===== src/rtl/cpu_arb_pkg.sv =====
// Shared types, constants and helpers for the register-file write-port arbiter.
package cpu_arb_pkg;

  localparam int ARB_NREQ  = 4;
  localparam int ARB_IDX_W = 2;

  typedef enum logic {
    ST_IDLE = 1'b0,
    ST_BUSY = 1'b1
  } arb_state_e;

  function automatic logic [ARB_IDX_W-1:0] onehot_to_idx(input logic [ARB_NREQ-1:0] oh);
    logic [ARB_IDX_W-1:0] idx;
    idx = '0;
    for (int i = 0; i < ARB_NREQ; i++) begin
      if (oh[i]) idx = i[ARB_IDX_W-1:0];
    end
    return idx;
  endfunction

endpackage


===== src/rtl/rr_priority_pick.sv =====
// Combinational round-robin pick: first set request scanning from ptr_i upward, wrapping mod 4.
module rr_priority_pick
  import cpu_arb_pkg::*;
(
  input  logic [ARB_NREQ-1:0]  req_i,
  input  logic [ARB_IDX_W-1:0] ptr_i,
  output logic [ARB_NREQ-1:0]  gnt_o,
  output logic [ARB_IDX_W-1:0] idx_o,
  output logic                 any_o
);

  logic [ARB_IDX_W-1:0] k;

  always_comb begin
    // NOTE: every combinational output gets a default before any conditional
    // assignment so no path leaves it unassigned and infers a latch.
    gnt_o = '0;
    k     = '0;
    for (int i = 0; i < ARB_NREQ; i++) begin
      k = ptr_i + i[ARB_IDX_W-1:0];
      if (req_i[k] && (gnt_o == '0)) gnt_o[k] = 1'b1;
    end
  end

  assign idx_o = onehot_to_idx(gnt_o);
  assign any_o = |req_i;

endmodule


===== src/rtl/regwr_port_arbiter.sv =====
// Round-robin arbiter for the register-file write port; four write-back sources.
// Optional grant lock (lock_i) is built when ARB_LOCK_EN is defined.
module regwr_port_arbiter
  import cpu_arb_pkg::*;
#(
  parameter int ADDR_W = 3,
  parameter int DATA_W = 16,
  parameter int NREQ   = ARB_NREQ
) (
  input  logic                     clk,
  input  logic                     rst_n,
  input  logic [NREQ-1:0]          req_i,
  input  logic [NREQ*ADDR_W-1:0]   req_addr_i,
  input  logic [NREQ*DATA_W-1:0]   req_data_i,
  output logic [NREQ-1:0]          gnt_o,
  output logic [ARB_IDX_W-1:0]     sel_o,
  output logic [NREQ-1:0]          done_o,
  output logic                     wr_valid_o,
  output logic [ADDR_W-1:0]        wr_addr_o,
  output logic [DATA_W-1:0]        wr_data_o,
  input  logic                     wr_ready_i
`ifdef ARB_LOCK_EN
  ,
  input  logic [NREQ-1:0]          lock_i
`endif
);

  arb_state_e           state_q, state_d;
  logic [ARB_IDX_W-1:0] ptr_q, ptr_d;
  logic [NREQ-1:0]      gnt_q, gnt_d;
  logic [ARB_IDX_W-1:0] sel_q, sel_d;
  logic                 valid_q, valid_d;
  logic [ADDR_W-1:0]    addr_q, addr_d;
  logic [DATA_W-1:0]    data_q, data_d;

  logic                 hs;
  logic [NREQ-1:0]      elig;
  logic [NREQ-1:0]      win_oh;
  logic [ARB_IDX_W-1:0] win_idx;
  logic                 win_any;
  logic                 lock_hold;
  logic                 load;
  logic [ARB_IDX_W-1:0] load_idx;

  assign hs   = valid_q & wr_ready_i;
  // The finishing winner must not win again on its own handshake edge.
  assign elig = req_i & ~(hs ? gnt_q : '0);

`ifdef ARB_LOCK_EN
  assign lock_hold = lock_i[sel_q] & req_i[sel_q];
`else
  assign lock_hold = 1'b0;
`endif

  rr_priority_pick u_pick (
    .req_i (elig),
    .ptr_i (ptr_q),
    .gnt_o (win_oh),
    .idx_o (win_idx),
    .any_o (win_any)
  );

  always_comb begin
    state_d  = state_q;
    ptr_d    = ptr_q;
    gnt_d    = gnt_q;
    sel_d    = sel_q;
    valid_d  = valid_q;
    addr_d   = addr_q;
    data_d   = data_q;
    load     = 1'b0;
    load_idx = win_idx;

    case (state_q)
      ST_IDLE: begin
        if (win_any) begin
          load    = 1'b1;
          state_d = ST_BUSY;
        end
      end
      ST_BUSY: begin
        if (hs) begin
          if (lock_hold) begin
            load     = 1'b1;
            load_idx = sel_q;
          end else begin
            ptr_d = sel_q + 2'd1;
            if (win_any) begin
              load = 1'b1;
            end else begin
              state_d = ST_IDLE;
              valid_d = 1'b0;
              gnt_d   = '0;
            end
          end
        end
      end
    endcase

    if (load) begin
      valid_d         = 1'b1;
      sel_d           = load_idx;
      gnt_d           = '0;
      gnt_d[load_idx] = 1'b1;
      addr_d          = req_addr_i[load_idx*ADDR_W +: ADDR_W];
      data_d          = req_data_i[load_idx*DATA_W +: DATA_W];
    end
  end

  always_ff @(posedge clk) begin
    // NOTE: sequential state uses non-blocking assignments so every register
    // samples pre-edge values regardless of statement order.
    if (!rst_n) begin
      state_q <= ST_IDLE;
      ptr_q   <= '0;
      gnt_q   <= '0;
      sel_q   <= '0;
      valid_q <= 1'b0;
      addr_q  <= '0;
      data_q  <= '0;
    end else begin
      state_q <= state_d;
      ptr_q   <= ptr_d;
      gnt_q   <= gnt_d;
      sel_q   <= sel_d;
      valid_q <= valid_d;
      addr_q  <= addr_d;
      data_q  <= data_d;
    end
  end

  assign gnt_o      = gnt_q;
  assign sel_o      = sel_q;
  assign wr_valid_o = valid_q;
  assign wr_addr_o  = addr_q;
  assign wr_data_o  = data_q;
  assign done_o     = gnt_q & {NREQ{hs}};

endmodule


===== config.mk =====
export PLATFORM = sky130hd
export DESIGN_NAME = regwr_port_arbiter
export DESIGN_NICKNAME = d
export VERILOG_FILES = /design/src/rtl/cpu_arb_pkg.sv /design/src/rtl/rr_priority_pick.sv /design/src/rtl/regwr_port_arbiter.sv
export SDC_FILE = /design/constraint.sdc
export NUM_CORES = 1
export LEC_CHECK = 0
export BUFFER_PORTS_ARGS = -buffer_cell sky130_fd_sc_hd__buf_2
export CAP_MARGIN = 20
export CORE_MARGIN = 2
export CORE_UTILIZATION = 26
export CTS_CLUSTER_DIAMETER = 120
export DETAILED_ROUTE_END_ITERATION = 8
export GPL_ROUTABILITY_DRIVEN = 0
export PLACE_DENSITY = 0.57
export RECOVER_POWER = 100
export SETUP_SLACK_MARGIN = 0.4
export SKIP_LAST_GASP = 1
export SYNTH_ARGS = -nofsm -noshare
export SYNTH_HDL_FRONTEND = slang
export SYNTH_HIERARCHICAL = 1
export SYNTH_SLANG_ARGS = --single-unit

===== constraint.sdc =====
create_clock -name clk -period 7.75 [get_ports clk]
set_input_delay 0.775 -clock clk [delete_from_list [all_inputs] [get_ports clk]]
set_output_delay 0.775 -clock clk [all_outputs]
set_load 0.01 [all_outputs]

==> metrics.csv, run 1 <==
metric,value,unit
outcome,completed,
drc_errors,0,
num_io_pins,113,
hold_violations,0,
maxCapViolCount,0,
rr_worst_depth,11,
port_buffers,112,
r2r_end,wr_data_o[10],
power.density,203.2,nW/um2
final_cells,383,
clkTransAtPathRegs,60,ps
synth_warnings,6,
crit_path_start,wr_ready_i,
dp_cells,374,
fin_crit_sh,59.04,%
path_cells,"clkbuf_1, and3_1, nor2b_1, mux4_2, a21bo_2, a21o_1, o41a_1, a311oi_1, nand2b_1, clkbuf_1, mux4_2, a22o_1",
postCtsSetupBuffers,0,
critPathMaxStageDelay,600,ps
p_clk_share,27.4,%
slew_viol_final,0,
start_util,26.37,%
worst_slew_pin_slew,790.8,ps
gr-total-overflow,0,
drive_above_1_share,43.42,%
hold_end,wr_data_o[3],
finalWorstSetupSlack,3174,ps
regArea,580.6,um2
wl_per_cell,14.36,um
core_area,7607,um2
grt_pass1_vias,1800,
switching_share,31.28,%
regToRegSetupSlack,3450,ps
avgSynthCellArea,11.87,um2
crit_family,compound AO/OA/AOI/OAI gates,
chipHeight,91.83,um
cts_root_buf,clkbuf_8,
routed_wl,5501,um
critPathKind,input port to flop,
netlist_area,2006,um2
leakagePower,1.146,nW
rsz0062_at_grt,no,
critPathCaptureType,flop,
relSlewSlack,47.28,%
synth_fp_nets,260,
r2r_start,wr_valid_o,
hold_path.class,flop to flop,
cp.required,7920,ps
cts_tree,built,
clkSinkCount,29,
fin_tns_setup,0,ps
cp-start-kind,input port,
ctsLongestPathBuffers,2,
crit_slowest_cell,mux4_2,
vias,1883,
insertion_delay,270,ps
syn_inst,169,
drt_first_iter_violations,47,
num_rows,32,
antenna_found_initial,0,
htreeDepth,2,
peakVddDrop,80.00,uV
p_sw,0.1727,mW
hold_start,wr_data_o[3],
firstDrtPassIters,4,
final.setup_skew,5.320,ps
sequentialPowerShare,33.7,%
grt_max_degree,25,
holdPathStages,1,
holdBufCountCts,0,
grt_pass1_wl,8776,um
vias_per_cell,4.916,
crit_fanout,12,
ant_nets,0,
internal_power,0.3794,mW
die_w,91.83,um
dp_hpwl,4279,um
finalSetupViolations,0,
max_freq,218.5,MHz
dieArea,8433,um2
fill_cells,812,
path_buf_inv,2,
antennaDiodeCount,0,
track_usage,12.73,%
cts_buffers,5,
nNetsFinal,372,
fin_crit,4576,ps
multi_input_area,1341,um2
post-place-ws,3123,ps
pwr-share-comb,38.9,%
cts_resized,0,
syn2layout_area_growth,35.50,%
arrival,4740,ps
## stage by stage
stage | hold slack, ps | area, um2 | total power [mW] | util [%]
finish | 475.5 | 2718 | 0.5521 | 35.72
floorplan | 473.5 | 2006 | 0.3469 | -
detailed placement | 460.1 | 2635 | 0.4073 | 34.64
CTS | 475.6 | 2739 | 0.5605 | 36.00
global route | 490.9 | 2718 | 0.5859 | 35.72
global placement | 454.9 | 2635 | 0.4030 | 34.64
## metal layers
layer / global-route usage [%] / part of all wire, %
met5: 0 / 0
met2: 21.14 / 50
met4: 3.109 / 0.85
met3: 3.451 / 6.2
met1: 16.49 / 43
## sequential cells by signal (all words and copies together), names as in the netlist
| register | flops |
|---|---|
| gnt_o | 4 |
| ptr_q | 2 |
| sel_o | 2 |
| state_q | 1 |
| wr_addr_o | 3 |
| wr_data_o | 16 |
| wr_valid_o | 1 |
## layout make-up
| cell class | count | share of cell area [%] |
|---|---|---|
| Timing Repair Buffer | 114 | 20.07 |
| Tap cell | 102 | 4.696 |
| Clock buffer | 5 | 2.532 |
| Multi-Input combinational cell | 126 | 49.36 |
| Inverter | 5 | 0.6906 |
| Clock inverter | 2 | 1.289 |
| Sequential cell | 29 | 21.36 |
## power by group through the flow
stage / Sequential [mW] / Combinational, mW / Clock, mW
2_1_floorplan: 0.197 / 0.150 / 0
3_3_place_gp: 0.189 / 0.214 / 0
3_5_place_dp: 0.189 / 0.219 / 0
4_1_cts: 0.186 / 0.219 / 0.156
5_1_grt: 0.189 / 0.235 / 0.162
6_report: 0.186 / 0.215 / 0.151
## how the worst max path moves through the flow
stage	cells after the start	end
floorplan	13	wr_addr_o[0]
global placement	11	gnt_o[0]
detailed placement	11	gnt_o[0]
CTS	11	gnt_o[0]
global route	12	wr_data_o[10]
finish	12	wr_data_o[10]
## cells in the final DEF (no fill, tap or decap), types with 2 or more instances in the layout
cell and count:
clkbuf_8 5, nand3_1 5, nand2_1 9, mux4_1 2
buf_2 81, a22o_1 19, a32o_1 3, or4_1 2
nor2b_1 6, a311oi_1 2, a21oi_1 7, mux4_2 21
o21ai_0 5, a21bo_2 2, dfxtp_1 29, ha_1 8
clkbuf_1 32, a21boi_1 2, and3_1 5, inv_1 5
o21a_1 2, or2_2 3, nand2b_1 3
## worst register-to-register path: cells and delay by family, from the launching register on
family	cells	cell delay (ps)
AOI/OAI and AO/OA	5	1540
buffers and inverters	1	460
DFF	1	460
and+or+nand+nor	3	740
muxes	2	990
(Power assumes the default switching activity.)
==> inputs of run 2 (changes only) <==
--- a/config.mk
+++ b/config.mk
@@ -12,7 +12,7 @@
 export CTS_CLUSTER_DIAMETER = 120
 export DETAILED_ROUTE_END_ITERATION = 8
 export GPL_ROUTABILITY_DRIVEN = 0
-export PLACE_DENSITY = 0.57
+export PLACE_DENSITY = 0.59
 export RECOVER_POWER = 100
 export SETUP_SLACK_MARGIN = 0.4
 export SKIP_LAST_GASP = 1
==> constraint.sdc (replaced) <==
create_clock -name clk -period 3.69 [get_ports clk]
set_input_delay 0.369 -clock clk [delete_from_list [all_inputs] [get_ports clk]]
set_output_delay 0.369 -clock clk [all_outputs]
set_load 0.01 [all_outputs]
==> metrics.csv, run 2 (synthesis gave the netlist of run 1 again) <==
metric,value,unit
layout_commonest_cell,buf_2,
max_freq,283.7,MHz
vias,2007,
crit_fanout,8,
htreeDepth,2,
cp_common_cell,mux4_2,
relSlewSlack,46.97,%
drive_above_1_share,53.18,%
internal_power,0.8918,mW
arrival,3690,ps
critPathKind,flop to flop,
cts_root_buf,clkbuf_8,
drt_first_iter_violations,64,
sequentialPowerShare,30.3,%
power.density,431.8,nW/um2
gr-total-overflow,0,
insertion_delay,280,ps
ctsLongestPathBuffers,2,
grt_pass1_vias,1982,
fin_crit,3525,ps
grt_pass1_wl,9411,um
cp-start-kind,flop,
cts_buffers,5,
hold_path.class,input port to flop,
rsz0062_at_grt,yes,
path_cells,"and3_1, nor2b_2, mux4_2, clkbuf_1, a32o_1, o41a_1, a311oi_2, buf_4, o21ai_4, buf_12, buf_16, mux4_2, a22o_1",
outcome,completed,
wl_per_cell,14.81,um
firstDrtPassIters,4,
critPathMaxStageDelay,550,ps
core_area,7607,um2
routed_wl,5937,um
final_cell_mix,"buf_2, dfxtp_1, clkbuf_1, mux4_2, a22o_1",
holdWs,365.0,ps
switching_share,30.49,%
num_rows,32,
start_util,26.37,%
p_clk_share,26.9,%
fin_tns_setup,0,ps
pwr-share-comb,42.8,%
nNetsFinal,389,
dieArea,8433,um2
num_io_pins,113,
cp.required,3860,ps
worst_slew_pin_slew,792.9,ps
vias_per_cell,5.005,
peakVddDrop,196.3,uV
die_w,91.83,um
finalSetupViolations,0,
cts_tree,built,
hold_violations,0,
fin_crit_sh,95.54,%
maxCapViolCount,0,
crit_family,compound AO/OA/AOI/OAI gates,
drc_errors,0,
leakagePower,1.292,nW
p_sw,0.3912,mW
grt_max_degree,20,
holdBufCountCts,0,
antenna_found_initial,0,
ant_nets,0,
syn2layout_area_growth,48.16,%
slew_viol_final,0,
port_buffers,112,
chipHeight,91.83,um
antennaDiodeCount,0,
track_usage,13.89,%
clkTransAtPathRegs,70,ps
crit_slowest_cell,mux4_2,
clkSinkCount,29,
final.setup_skew,10.57,ps
critPathCaptureType,flop,
largest_reg_flops,16,
dp_hpwl,4323,um
path_buf_inv,4,
[run 2: cell count changes in the layout (fill, tap and decap cells not counted), moves of 2 or more]
cell,previous run,this run
buf_4,0,11
buf_2,81,89
clkbuf_1,32,25
nor2b_1,6,2
dfxtp_1,29,26
nor2b_2,0,3
and3_1,5,3
and3_4,0,2
buf_6,0,2
dfxtp_4,0,2
[run 2: worst paths after layout]
check                      from            end  slack [ps]  cells past startpoint
setup reg to reg       gnt_o[0]   wr_data_o[7]         160                     13
setup / recovery       gnt_o[0]   wr_data_o[7]         160                     13
hold / removal       wr_ready_i     wr_valid_o         360                      2
hold reg to reg   wr_data_o[13]  wr_data_o[13]         470                      1
[run 2: power by group through the flow]
stage / combinational (mW) / sequential, mW / clock [mW]
final: 0.549 / 0.389 / 0.345
after global routing: 0.596 / 0.395 / 0.370
after CTS: 0.565 / 0.390 / 0.358
after detailed placement: 0.486 / 0.397 / 0
after global placement: 0.482 / 0.397 / 0
after floorplan: 0.317 / 0.415 / 0
[run 2: area by class of cell]
| class | instances | area, um2 |
|---|---|---|
| Inverter | 5 | 18.77 |
| Clock inverter | 2 | 37.54 |
| Timing Repair Buffer | 131 | 716.9 |
| Sequential cell | 29 | 589.3 |
| Tap cell | 102 | 127.6 |
| Fill cell | 808 | 4636 |
| Multi-Input combinational cell | 126 | 1399 |
| Clock buffer | 6 | 82.58 |
[run 2: through the flow]
step | power (mW) | setup slack (ps) | area (um2) | cells | utilization, %
after floorplan | 0.7320 | 404.6 | 2033 | 169 | -
after global placement | 0.8791 | 36.68 | 2720 | 380 | 35.76
after detailed placement | 0.8833 | 17.23 | 2720 | 380 | 35.76
after CTS | 1.313 | 278.8 | 3012 | 400 | 39.59
after global routing | 1.361 | 65.46 | 2972 | 401 | 39.06
final | 1.283 | 164.7 | 2972 | 401 | 39.06
[run 2: repair_timing]
item                       in CTS  in global routing
gates resized for setup        19                  4
pin swaps                       9                  2
buffers inserted               10                  1
gates cloned                    2                  0
setup endpoints to repair      21                 22
[run 2: routing by layer]
metal	vias up	track usage, %	wire length (um)
li1	952	-	-
met1	970	16.83	2391
met2	74	24.20	3046
met3	11	3.698	405
met4	0	3.980	94
met5	-	0	0
==> inputs of run 3 (changes only) <==
--- a/config.mk
+++ b/config.mk
@@ -12,9 +12,11 @@
 export CTS_CLUSTER_DIAMETER = 120
 export DETAILED_ROUTE_END_ITERATION = 8
 export GPL_ROUTABILITY_DRIVEN = 0
-export PLACE_DENSITY = 0.59
+export PLACE_DENSITY = 0.57
 export RECOVER_POWER = 100
+export REMOVE_ABC_BUFFERS = 1
 export SETUP_SLACK_MARGIN = 0.4
+export SKIP_CTS_REPAIR_TIMING = 1
 export SKIP_LAST_GASP = 1
 export SYNTH_ARGS = -nofsm -noshare
 export SYNTH_HDL_FRONTEND = slang
==> constraint.sdc (replaced) <==
create_clock -name clk -period 3.85 [get_ports clk]
set_input_delay 0.385 -clock clk [delete_from_list [all_inputs] [get_ports clk]]
set_output_delay 0.385 -clock clk [all_outputs]
set_load 0.01 [all_outputs]
==> metrics.csv, run 3 (synthesis gave the netlist of run 1 again) <==
metric,value,unit
outcome,completed,
cp.required,4010,ps
antenna_found_initial,0,
maxCapViolCount,0,
regToRegSetupSlack,320,ps
num_io_pins,113,
regArea,585.6,um2
crit_fanout,9,
track_usage,12.62,%
r2r_start,gnt_o[3],
layout_commonest_cell,buf_2,
port_buffers,112,
fin_crit_sh,91.67,%
relSlewSlack,47.20,%
antennaDiodeCount,0,
clkSinkCount,29,
core_area,7607,um2
r2r_end,wr_data_o[9],
path_cells,"and3_1, nor2b_1, mux4_2, a21bo_2, a21o_1, o41a_1, a311oi_2, clkbuf_4, nand2b_2, clkbuf_2, mux4_2, a22o_1",
chipHeight,91.83,um
worst_slew_pin_slew,789.4,ps
cp_common_cell,mux4_2,
power.density,413.9,nW/um2
largest_reg_flops,16,
critPathCaptureType,flop,
cp-start-kind,flop,
grt.busiest_layer,met2,
dp_hpwl,4335,um
ctsLongestPathBuffers,2,
wl_per_cell,14.25,um
hold_path.class,input port to flop,
arrival,3690,ps
max_freq,283.3,MHz
dieArea,8433,um2
ant_nets,0,
hold_violations,0,
leakagePower,1.247,nW
gr-total-overflow,0,
hold_start,rst_n,
multi_input_area,1373,um2
cts_tree,built,
p_total,1.202,mW
grt_pass1_wl,8493,um
final_cell_mix,"buf_2, clkbuf_1, dfxtp_1, mux4_2, a22o_1",
rsz0062_at_grt,yes,
start_util,26.37,%
htreeDepth,2,
grtUsageMet1,15.55,%
vias,1986,
grt_max_degree,20,
die_w,91.83,um
drive_above_1_share,50.51,%
holdPathStages,3,
fin_area,2904,um2
fill_cells,802,
grt_pass1_vias,1783,
critPathKind,flop to flop,
drt_first_iter_violations,55,
hold_end,gnt_o[3],
finalSetupViolations,0,
firstDrtPassIters,4,
slew_viol_final,0,
clkTransAtPathRegs,70,ps
grt_use_met2,21.32,%
insertion_delay,280,ps
cts_buffers,5,
critPathMaxStageDelay,570,ps
num_rows,32,
rr_worst_depth,12,
cts_root_buf,clkbuf_8,
place_area,2708,um2
fin_crit,3529,ps
routed_wl,5685,um
vias_per_cell,4.977,
crit_slowest_cell,mux4_2,
drc_errors,0,
final.setup_skew,7.083,ps
nNetsFinal,387,
grtUsageMet3,3.287,%
syn2layout_area_growth,44.79,%
peakVddDrop,201.0,uV
-- run 3: area by class of cell --
type	instances	share of cell area (%)
clock buffer	7	2.973
inverter	5	0.6463
multi-input combinational	126	47.26
clock inverter	1	1.034
tap	102	4.395
timing repair buffer	129	23.52
sequential	29	20.16
-- run 3: worst max path at each step --
stage / from / end
after floorplan: wr_valid_o / wr_data_o[10]
after CTS: wr_valid_o / gnt_o[0]
final: gnt_o[3] / wr_data_o[9]
after global placement: wr_ready_i / gnt_o[0]
after global routing: wr_valid_o / wr_data_o[1]
after detailed placement: wr_ready_i / gnt_o[0]
-- run 3: per-stage QoR --
stage          instances  hold WS [ps]  worst slack [ps]  util (%)  TNS (ps)
2_1_floorplan        160         473.5            -888.5         -    -17550
3_3_place_gp         382         455.6             172.2     35.59         0
3_5_place_dp         382         457.9             151.0     35.59         0
4_1_cts              390         385.5             186.6     37.12         0
5_1_grt              399         410.8             184.9     38.17         0
6_report             399         398.3             320.5     38.17         0
-- run 3: power breakdown --
part | switching (mW) | internal, mW
sequential | 0.0273 | 0.345
combinational | 0.219 | 0.282
clock | 0.118 | 0.211
-- run 3: worst max-delay path, delay by kind of cell (launching register included) --
family                 cells  cell delay, ps
AO/OA/AOI/OAI              5            1350
multiplexers               2             900
buffers and inverters      2             450
flip-flops                 1             370
AND/OR/NAND/NOR            3             350
-- run 3: routing by layer --
layer	part of all wire, %	wire (um)
met5	0	0
met4	1.2	67
met1	42	2392
met3	7.0	396
met2	50	2828
